## config.mk

```make
export PLATFORM = sky130hd
export DESIGN_NAME = path_recorder_multi_flat
export DESIGN_NICKNAME = d
export VERILOG_FILES = /design/src/rtl/path_recorder_multi_if.sv /design/src/rtl/path_recorder_multi.sv /design/src/flat_wrapper.sv
export SDC_FILE = /design/constraint.sdc
export NUM_CORES = 1
export LEC_CHECK = 0
export BUFFER_PORTS_ARGS = -buffer_cell sky130_fd_sc_hd__buf_2
export CORE_UTILIZATION = 60
export CTS_CLUSTER_SIZE = 16
export DETAILED_ROUTE_END_ITERATION = 8
export HOLD_SLACK_MARGIN = 0.1
export PLACE_DENSITY_LB_ADDON = 0.3
export SLEW_MARGIN = 20
export SYNTH_ARGS = -nofsm -noshare
export SYNTH_HDL_FRONTEND = slang
export SYNTH_SLANG_ARGS = --single-unit
```

## constraint.sdc

```tcl
create_clock -name clk -period 4.8 [get_ports clk]
set_input_delay 0.72 -clock clk [delete_from_list [all_inputs] [get_ports clk]]
set_output_delay 0.72 -clock clk [all_outputs]
set_load 0.01 [all_outputs]
```

## src/rtl/path_recorder_multi_if.sv

```systemverilog
// Bus between the track controller / UART reporter and the path recorder.
// The recorder owns the slave side; the controller or bench drives the master side.
interface path_recorder_multi_if #(
  parameter int unsigned CH    = 2,
  parameter int unsigned DUR_W = 8,
  parameter int unsigned DEPTH = 16
);
  localparam int unsigned AW = $clog2(DEPTH);

  logic                start;
  logic                mode;
  logic                stop_req;
  logic [CH-1:0]       motor_in;
  logic [CH-1:0]       motor_out;
  logic                busy;
  logic                done;
  logic                full;
  logic                sat;
  logic [AW:0]         count;
  logic [AW-1:0]       rd_addr;
  logic [CH+DUR_W-1:0] rd_data;

  modport master (
    output start, mode, stop_req, motor_in, rd_addr,
    input  motor_out, busy, done, full, sat, count, rd_data
  );

  modport slave (
    input  start, mode, stop_req, motor_in, rd_addr,
    output motor_out, busy, done, full, sat, count, rd_data
  );
endinterface

```

## src/rtl/path_recorder_multi.sv

```systemverilog
// Records the motor-command stream as {code, duration} segments and replays it.
// Durations are counted in prescaled ticks of TICK_DIV clock cycles.
module path_recorder_multi #(
  parameter int unsigned CH       = 2,
  parameter int unsigned DUR_W    = 8,
  parameter int unsigned DEPTH    = 16,
  parameter int unsigned TICK_DIV = 7644
) (
  input logic                 clk,
  input logic                 rst,
  path_recorder_multi_if.slave bus
);
  localparam int unsigned    AW        = $clog2(DEPTH);
  localparam int unsigned    PW        = $clog2(TICK_DIV);
  localparam int unsigned    EW        = CH + DUR_W;
  localparam logic [DUR_W-1:0] DurMax  = '1;
  localparam logic [PW-1:0]  PreLast   = PW'(TICK_DIV - 1);
  localparam logic [AW:0]    CountFull = (AW + 1)'(DEPTH);

  typedef enum logic [1:0] {StIdle, StRec, StPlay, StDone} state_e;

  state_e           state_q;
  logic [EW-1:0]    mem [DEPTH];
  logic [CH-1:0]    prev_q, motor_out_q;
  logic [DUR_W-1:0] dur_q, rem_q;
  logic [PW-1:0]    pre_q;
  logic [AW:0]      count_q;
  logic [AW-1:0]    idx_q;
  logic             busy_q, done_q, full_q, sat_q;
  logic [EW-1:0]    rd_data_q;

  logic          tick, rec_write, seg_end, last_entry;
  logic [AW:0]   count_inc;
  logic [AW-1:0] idx_next;
  logic [EW-1:0] first_entry, next_entry;

  assign tick        = (pre_q == PreLast);
  assign rec_write   = (state_q == StRec) && ((bus.motor_in != prev_q) || bus.stop_req);
  assign count_inc   = count_q + 1'b1;
  assign idx_next    = idx_q + 1'b1;
  assign last_entry  = (((AW + 1)'(idx_q)) + 1'b1) == count_q;
  assign first_entry = mem[AW'(0)];
  assign next_entry  = mem[idx_next];
  // Ending on the last tick (not one cycle later) gives exactly d*TICK_DIV cycles per entry.
  assign seg_end     = (rem_q == '0) || (tick && (rem_q == DUR_W'(1)));

  always_ff @(posedge clk) begin
    if (!rst && rec_write) begin
      mem[count_q[AW-1:0]] <= {prev_q, dur_q};
    end
  end

  always_ff @(posedge clk) begin
    if (rst) begin
      state_q     <= StIdle;
      motor_out_q <= '0;
      busy_q      <= 1'b0;
      done_q      <= 1'b0;
      full_q      <= 1'b0;
      sat_q       <= 1'b0;
      count_q     <= '0;
      rd_data_q   <= '0;
      prev_q      <= '0;
      dur_q       <= '0;
      rem_q       <= '0;
      pre_q       <= '0;
      idx_q       <= '0;
    end else begin
      rd_data_q <= mem[bus.rd_addr];
      case (state_q)
        StIdle, StDone: begin
          if (bus.start && !bus.mode) begin
            state_q <= StRec;
            busy_q  <= 1'b1;
            done_q  <= 1'b0;
            count_q <= '0;
            full_q  <= 1'b0;
            sat_q   <= 1'b0;
            prev_q  <= bus.motor_in;
            dur_q   <= '0;
            pre_q   <= '0;
          end else if (bus.start && (count_q != '0)) begin
            state_q     <= StPlay;
            busy_q      <= 1'b1;
            done_q      <= 1'b0;
            idx_q       <= '0;
            motor_out_q <= first_entry[EW-1:DUR_W];
            rem_q       <= first_entry[DUR_W-1:0];
            pre_q       <= '0;
          end
        end
        StRec: begin
          if (rec_write) begin
            // A change and a stop in the same cycle share this single write.
            count_q <= count_inc;
            prev_q  <= bus.motor_in;
            dur_q   <= '0;
            pre_q   <= '0;
            if (count_inc == CountFull) full_q <= 1'b1;
            if (bus.stop_req || (count_inc == CountFull)) begin
              state_q <= StDone;
              busy_q  <= 1'b0;
              done_q  <= 1'b1;
            end
          end else begin
            pre_q <= tick ? '0 : pre_q + 1'b1;
            if (tick) begin
              if (dur_q == DurMax) sat_q <= 1'b1;
              else                 dur_q <= dur_q + 1'b1;
            end
          end
        end
        StPlay: begin
          if (bus.stop_req || (seg_end && last_entry)) begin
            motor_out_q <= '0;
            state_q     <= StDone;
            busy_q      <= 1'b0;
            done_q      <= 1'b1;
          end else if (seg_end) begin
            idx_q       <= idx_next;
            motor_out_q <= next_entry[EW-1:DUR_W];
            rem_q       <= next_entry[DUR_W-1:0];
            pre_q       <= '0;
          end else begin
            pre_q <= tick ? '0 : pre_q + 1'b1;
            if (tick) rem_q <= rem_q - 1'b1;
          end
        end
        default: state_q <= StIdle;
      endcase
    end
  end

  assign bus.motor_out = motor_out_q;
  assign bus.busy      = busy_q;
  assign bus.done      = done_q;
  assign bus.full      = full_q;
  assign bus.sat       = sat_q;
  assign bus.count     = count_q;
  assign bus.rd_data   = rd_data_q;
endmodule

```

## src/flat_wrapper.sv

```systemverilog
// flat-port wrapper written by rule: the top's interface ports become plain ports
module path_recorder_multi_flat 
#(
  parameter int unsigned CH       = 2,
  parameter int unsigned DUR_W    = 8,
  parameter int unsigned DEPTH    = 16,
  parameter int unsigned TICK_DIV = 7644
)
  (clk, rst, bus_start, bus_mode, bus_stop_req, bus_motor_in, bus_rd_addr, bus_motor_out, bus_busy, bus_done, bus_full, bus_sat, bus_count, bus_rd_data);
  path_recorder_multi_if #(.CH(CH), .DUR_W(DUR_W), .DEPTH(DEPTH)) bus_i ();
  input logic clk;
  input logic rst;
  input wire logic [$bits(bus_i.start)-1:0] bus_start;
  input wire logic [$bits(bus_i.mode)-1:0] bus_mode;
  input wire logic [$bits(bus_i.stop_req)-1:0] bus_stop_req;
  input wire logic [$bits(bus_i.motor_in)-1:0] bus_motor_in;
  input wire logic [$bits(bus_i.rd_addr)-1:0] bus_rd_addr;
  output wire logic [$bits(bus_i.motor_out)-1:0] bus_motor_out;
  output wire logic [$bits(bus_i.busy)-1:0] bus_busy;
  output wire logic [$bits(bus_i.done)-1:0] bus_done;
  output wire logic [$bits(bus_i.full)-1:0] bus_full;
  output wire logic [$bits(bus_i.sat)-1:0] bus_sat;
  output wire logic [$bits(bus_i.count)-1:0] bus_count;
  output wire logic [$bits(bus_i.rd_data)-1:0] bus_rd_data;
  assign bus_i.start = bus_start;
  assign bus_i.mode = bus_mode;
  assign bus_i.stop_req = bus_stop_req;
  assign bus_i.motor_in = bus_motor_in;
  assign bus_i.rd_addr = bus_rd_addr;
  assign bus_motor_out = bus_i.motor_out;
  assign bus_busy = bus_i.busy;
  assign bus_done = bus_i.done;
  assign bus_full = bus_i.full;
  assign bus_sat = bus_i.sat;
  assign bus_count = bus_i.count;
  assign bus_rd_data = bus_i.rd_data;
  path_recorder_multi #(.CH(CH), .DUR_W(DUR_W), .DEPTH(DEPTH), .TICK_DIV(TICK_DIV)) u_core (.clk(clk), .rst(rst), .bus(bus_i));
endmodule
```

# After elaboration in Yosys (flattened, before gate mapping)
# Memory sizes are Yosys's and may differ from the RTL's. A register that Yosys moved wholly into a read port is not among the register bits.
# Index checks and enable logic that the tools add are counted.
dict set report classes {
  muxes 62
  n_reduce_logical 27
  addsub 6
  eq_ne 26
}
# op n
set ops {}
lappend ops {{$mux 13} 6}
lappend ops {{$mux 8} 9}
lappend ops {{$pmux 13 s3} 1}
lappend ops {{$pmux 8 s2} 2}
lappend ops {{$mux 2} 11}
lappend ops {{$mux 1} 18}
lappend ops {{$mux 4} 4}
lappend ops {{$reduce_and 4->1} 4}
lappend ops {{$reduce_and 5->1} 3}
lappend ops {{$add 13x1->13 const B} 1}
lappend ops {{$eq 13x13->1 const B} 1}
lappend ops {{$ne 2x1->1 const B} 6}
lappend ops {{$ne 2x2->1 const B} 6}
lappend ops {{$ne 3x1->1 const B} 4}
lappend ops {{$mux 5} 2}
lappend ops {{$pmux 5 s2} 1}
lappend ops {{$add 8x1->8 const B} 1}
lappend ops {{$eq 8x1->1 const B} 1}
lappend ops {{$eq 8x8->1 const B} 1}
lappend ops {{$logic_not 8->1} 1}
lappend ops {{$pmux 2 s2} 2}
lappend ops {{$pmux 4 s2} 1}
lappend ops {{$sub 8x1->8 const B} 1}
lappend ops {{$logic_and 1x1->1} 6}
lappend ops {{other kinds (20)} 28}
dict set report totals {
  wordCells 134
  reg_bits 48
  ram_bits 160
  n_memories 1
}
# memory depth width read_ports rd_clocked_by_memory_dff write_ports line
set mem_list {}
lappend mem_list {u_core.mem 16 10 3 1 1 path_recorder_multi.sv:23} ;# logic [EW-1:0] mem [DEPTH];

# Logic depth before layout (Yosys ltp)
dict set report depth {
  ltp_word 7
  depth_mapped 10
  ltp_nobuf 8
}

# Least setup slack after synthesis
# OpenSTA, ideal clock, no wires.
dict set report synth_timing {
  kind {in2reg}
  startpoint {input bus_stop_req}
  endpoint {memory u_core.mem[0][0] (netlist name) (enable)}
  path_stages 5
  required_time_ns 4.410
  setup_slack_ns 1.787
  n_path_buf 1
  setup_ns 0.390
  arrival_ns 2.624
  cell_sequence {clkbuf_1 inv_1 a311oi_1 nand2_1 nor3_1}
}
dict set report synth_via {
  elab_chain_len 5
}
# element line
set synth_lines {}
lappend synth_lines {{from (decl)} flat_wrapper.sv:15} ;# input wire logic [$bits(bus_i.stop_req)-1:0] bus_stop_req;
lappend synth_lines {{$logic_or 1x1->1} path_recorder_multi.sv:38} ;# assign rec_write = (state_q == StRec) && ((bus.motor_in != prev_q) || bus.stop_req);
lappend synth_lines {{$logic_and 1x1->1} path_recorder_multi.sv:38}
lappend synth_lines {{$logic_and 1x1->1} path_recorder_multi.sv:48} ;# if (!rst && rec_write) begin
lappend synth_lines {{$mux 1} path_recorder_multi.sv:48}
lappend synth_lines {{$mux 1 (implied by the code)} path_recorder_multi.sv:49} ;# mem[count_q[AW-1:0]] <= {prev_q, dur_q};
lappend synth_lines {{to (decl)} path_recorder_multi.sv:23}
# Every way passes these cells.

# Worst setup path in the final report
dict set report layout_timing {
  startpoint {register u_core.count_q[2] (netlist: u_core.bus.count[2])}
  endpoint {register u_core.pre_q[3]}
}
dict set report layout_via {
  elab_chain_len 5
  elab_cells_between_ends 8
  classes_between {eq/ne: 3; reduce/logical: 5}
}
# element line
set layout_lines {}
lappend layout_lines {{from (decl)} path_recorder_multi.sv:27} ;# logic [AW:0] count_q;
lappend layout_lines {{from (signal assigned)} path_recorder_multi.sv:95} ;# count_q <= count_inc;
lappend layout_lines {{$eq 5x5->1} path_recorder_multi.sv:41} ;# assign last_entry = (((AW + 1)'(idx_q)) + 1'b1) == count_q;
lappend layout_lines {{$logic_and 1x1->1} path_recorder_multi.sv:114} ;# if (bus.stop_req || (seg_end && last_entry)) begin
lappend layout_lines {{$logic_or 1x1->1} path_recorder_multi.sv:114}
lappend layout_lines {{$ne 2x2->1 (no line)} -}
lappend layout_lines {{$reduce_and 2->1 (no line) (*)} -}
lappend layout_lines {{to (signal assigned)} path_recorder_multi.sv:106} ;# pre_q <= tick ? '0 : pre_q + 1'b1;
lappend layout_lines {{to (signal assigned)} path_recorder_multi.sv:125} ;# pre_q <= tick ? '0 : pre_q + 1'b1;
lappend layout_lines {{to (decl)} path_recorder_multi.sv:26} ;# logic [PW-1:0] pre_q;
# Mark *: on every way between the ends. The rest lies on a longest branch, timed or not.
# A chain may end at the register's enable or synchronous reset.

==> run summary <==
The logs give 6,985 for the routed via count and 0 for the number of gates given a new drive strength after cts. Setup repair after global routing left no endpoint under its margin. Final setup skew: 0.0167 ns.

The core utilization of the finished layout is 0.677, and the largest net degree at the start of global routing is 42. The overflow left after global routing is 0. The tree is rooted in a sky130_fd_sc_hd__clkbuf_16. The number of flops mapped to enable cells by yosys was 160. Setup violations remaining at the end of the flow were counted as 0. The number of cells on the worst hold path was 2; the data required time at the worst endpoint was 5.24 ns. The tightest min-delay check is of the reg -> reg type.

For the number of nets in the layout, the log shows 772. After clock tree synthesis, the flow added hold-fix buffers numbering 0. For the worst setup path, the data arrival time is 3.52 ns.

After clock tree synthesis, the clock-pin slew on the worst setup and hold paths is 0.06 ns. The critical path is of the reg -> reg type. The total global-route track usage is 0.313. The most instantiated flip-flop cell in the synthesis netlist is sky130_fd_sc_hd__edfxtp_1. The worst setup path is captured at a flop. The slew at the pin with the worst max-slew slack is 1.05 ns, and the number of clock sinks is 218.

The die is 135 um wide. For this run, the number of Yosys warnings is 0. TritonCTS built the clock tree.

For the via count of the first global-routing pass, the log shows 6,988. The most frequent standard cell in the layout excluding fill and tap cells is sky130_fd_sc_hd__edfxtp_1. The top cell types in the final layout, fill and taps aside, are sky130_fd_sc_hd__edfxtp_1, sky130_fd_sc_hd__mux4_2, sky130_fd_sc_hd__dfxtp_1.

The flow ran to the end, and the final reports show no timing, DRC or antenna violations. The post-synthesis cell type with the largest combined area is sky130_fd_sc_hd__edfxtp_1. The async set-reset flop share out of synthesis was 0; the average wire per standard cell was 27.4 um. The internal power contribution came out at 3.48 mW. Of all nets on the critical path, the largest fanout is 16. The switching power as a share of total power was 0.307. The wire length of the first global-routing pass is 41,500 um, and the total clock buffers created by CTS is 23. The logs give 1,103 for the number of filler cells placed in the layout and 5.02 mW for the overall power after layout. The depth of the worst register-to-register path was 6. The share of final-layout standard cells stronger than drive strength 1 was 0.244; the leakage dissipation was 3.56 nW. The final worst hold slack is 0.456 ns, and the power share of the sequential group is 0.440.

The initialized floorplan defines 48 standard-cell rows. The clock insertion delay at the later pin of the skew report was 0.53 ns; the number of top-level design ports was 32. By area the synthesized netlist is led by sky130_fd_sc_hd__edfxtp_1, sky130_fd_sc_hd__mux4_2, sky130_fd_sc_hd__dfxtp_1, sky130_fd_sc_hd__mux2i_1, sky130_fd_sc_hd__nand2_1. The synthesized design contains 218 register bits.

The number of detailed-routing iterations run before antenna repair is 5, and the combinational group share of total power is 0.216. The power share of the clock group was 0.344; the number of diodes added for antenna fixing was 0. The logs give 17,200 sq um for the placeable core region and 0 for the number of antenna violations at the first check in global routing. Buffers added to address setup during post-CTS repair amount to 0. The synthesized netlist contains 61 unique library cells. The synthesized netlist occupies a cell area of 10,600 sq um.

Average vias per placed instance: 7.05. Detailed placement ended at an HPWL of 17,900 um. The area growth from synthesis to final layout came out at 10.3%. The sequential share of the synthesized area is 0.564, and the power density normalized to cell area is 430 nW/um^2.

For this block, the routed nets add up to 27,200 um of wire. The tools report the maximum VDD drop as 0.416 mV. The mean area per synthesized cell is 14.6 sq um, and the port buffer count is 31. STA classifies the critical path startpoint as a flop. The final critical-path share of the clock period is 0.641. The post-route DRC violation count came out at 0. The logs give 0.855 for the placer congestion estimate and 0 ns for the aggregate negative setup slack. No sink is reached through more buffers than the 3 on the longest clock path.

Total die area: 18,200 sq um. Synthesis handed over a netlist of 726 instances. The count of endpoints failing hold in the final timing report was 0; the maximum clock rate was 325 MHz. After the first detailed-routing iteration, the DRC count stood at 764. The number of max-capacitance violations reported is 0. The proportion of netlist area held by the largest area contributor works out to 0.454. Once detail routing completed, the nets flagged for antenna violations numbered 0. For the effective utilization at floorplan, the log shows 0.614. The height of the chip was 135 um. Counting every net in the synthesized netlist gives 749. The logs give 1.54 mW for the reported net switching power and 1 for the number of levels the H-tree was split into. The logs give 0 for the max-slew violation count and 0.303 for the relative max-transition margin.

The minimum clock period came out at 3.08 ns.
[layout make-up]
type                       count  area [sq um]  share of cell area
inverter                      22          82.6             0.00707
sequential                   218          5970               0.511
clock buffer                  25           583              0.0499
clock inverter                17           143              0.0122
timing repair buffer          41           233              0.0199
multi-input combinational    443          4390               0.376
tap                          225           282              0.0241
[cells in the mapped netlist (2+ instances only)]
cell type,n
sky130_fd_sc_hd__buf_2,8
sky130_fd_sc_hd__nand2b_1,7
sky130_fd_sc_hd__a21oi_1,29
sky130_fd_sc_hd__a211oi_1,3
sky130_fd_sc_hd__inv_1,22
sky130_fd_sc_hd__o41ai_1,2
sky130_fd_sc_hd__or3_1,2
sky130_fd_sc_hd__a22oi_1,6
sky130_fd_sc_hd__nor3_1,11
sky130_fd_sc_hd__nand3b_1,3
sky130_fd_sc_hd__and3_1,4
sky130_fd_sc_hd__nand4b_1,4
sky130_fd_sc_hd__or4b_1,2
sky130_fd_sc_hd__xor2_1,4
sky130_fd_sc_hd__a31oi_1,8
sky130_fd_sc_hd__nor4b_1,2
sky130_fd_sc_hd__or4_1,4
sky130_fd_sc_hd__o211ai_1,5
sky130_fd_sc_hd__ha_1,12
sky130_fd_sc_hd__nor4_1,7
sky130_fd_sc_hd__mux4_2,92
sky130_fd_sc_hd__and2_1,11
sky130_fd_sc_hd__a311oi_1,7
sky130_fd_sc_hd__dfxtp_1,58
sky130_fd_sc_hd__nor2_1,41
sky130_fd_sc_hd__edfxtp_1,160
sky130_fd_sc_hd__nor2b_1,5
sky130_fd_sc_hd__o21ai_0,28
sky130_fd_sc_hd__clkbuf_1,25
sky130_fd_sc_hd__mux2i_1,25
sky130_fd_sc_hd__nand2_1,42
sky130_fd_sc_hd__o31ai_1,6
sky130_fd_sc_hd__xnor2_1,15
sky130_fd_sc_hd__o22ai_1,4
sky130_fd_sc_hd__and4_1,3
sky130_fd_sc_hd__nand3_1,20
sky130_fd_sc_hd__o21ai_1,2
sky130_fd_sc_hd__or4b_2,3
sky130_fd_sc_hd__buf_1,10
sky130_fd_sc_hd__o32ai_1,3
[per-stage QoR]
step	cell area (sq um)	std cells	setup slack, ns
5_1_grt	11700	991	1.63
2_1_floorplan	10600	726	1.79
6_report	11700	991	1.72
3_5_place_dp	10900	949	1.72
4_1_cts	11700	991	1.70
3_3_place_gp	10900	949	1.72
[sequential cells by signal (all words and copies together), names as in the netlist, 2 cells and up]
| name | count |
|---|---|
| u_core.bus.count | 5 |
| u_core.state_q | 2 |
| u_core.prev_q | 2 |
| u_core.rem_q | 8 |
| u_core.idx_q | 4 |
| u_core.bus.rd_data | 10 |
| u_core.mem | 160 |
| u_core.dur_q | 8 |
| u_core.pre_q | 13 |
| u_core.bus.motor_out | 2 |
[kinds of logic after synthesis]
family / count (synthesis) / synth area share
XOR/XNOR: 21 / 0.0194
flip-flops: 218 / 0.564
adder cells (fa/ha/maj): 12 / 0.0142
buffers and inverters: 65 / 0.0240
multiplexers: 117 / 0.219
AO/OA/AOI/OAI: 114 / 0.0706
AND/OR/NAND/NOR: 179 / 0.0888
[routing by layer]
layer  wire, um  vias up  GRT usage  part of all wire
met5          0        -          0                 0
met4       1520        0      0.160             0.056
met3       2670      103     0.0631             0.098
met2      13100      445      0.498              0.48
met1       9820     3484      0.414              0.36
li1           -     2953          -                 -
[critical path, stage by stage (launching register included)]
cell	delay [ns]
sky130_fd_sc_hd__dfxtp_1	0.70
sky130_fd_sc_hd__xnor3_1	0.35
sky130_fd_sc_hd__o2111ai_1	0.22
sky130_fd_sc_hd__or2_2	0.40
sky130_fd_sc_hd__o221ai_1	0.84
sky130_fd_sc_hd__a22oi_1	0.27
sky130_fd_sc_hd__o22ai_1	0.22
[power by group through the flow]
stage,Combinational (mW),Clock [mW],Sequential [mW]
floorplan,0.816,0,2.21
global placement,1.03,0,2.24
detailed placement,1.06,0,2.25
CTS,1.08,1.74,2.21
global route,1.18,1.81,2.22
finish,1.08,1.73,2.21
[path summary, 6_finish.rpt]
check / start / endpoint / slack, ns
worst min-delay path: u_core.bus.full / u_core.bus.full / 0.46
worst max register to register: u_core.bus.count[2] / u_core.pre_q[3] / 1.72
worst max-delay path: u_core.bus.count[2] / u_core.pre_q[3] / 1.72
worst min register to register: u_core.bus.full / u_core.bus.full / 0.46
Note: power is estimated with default switching activity, not from simulation.
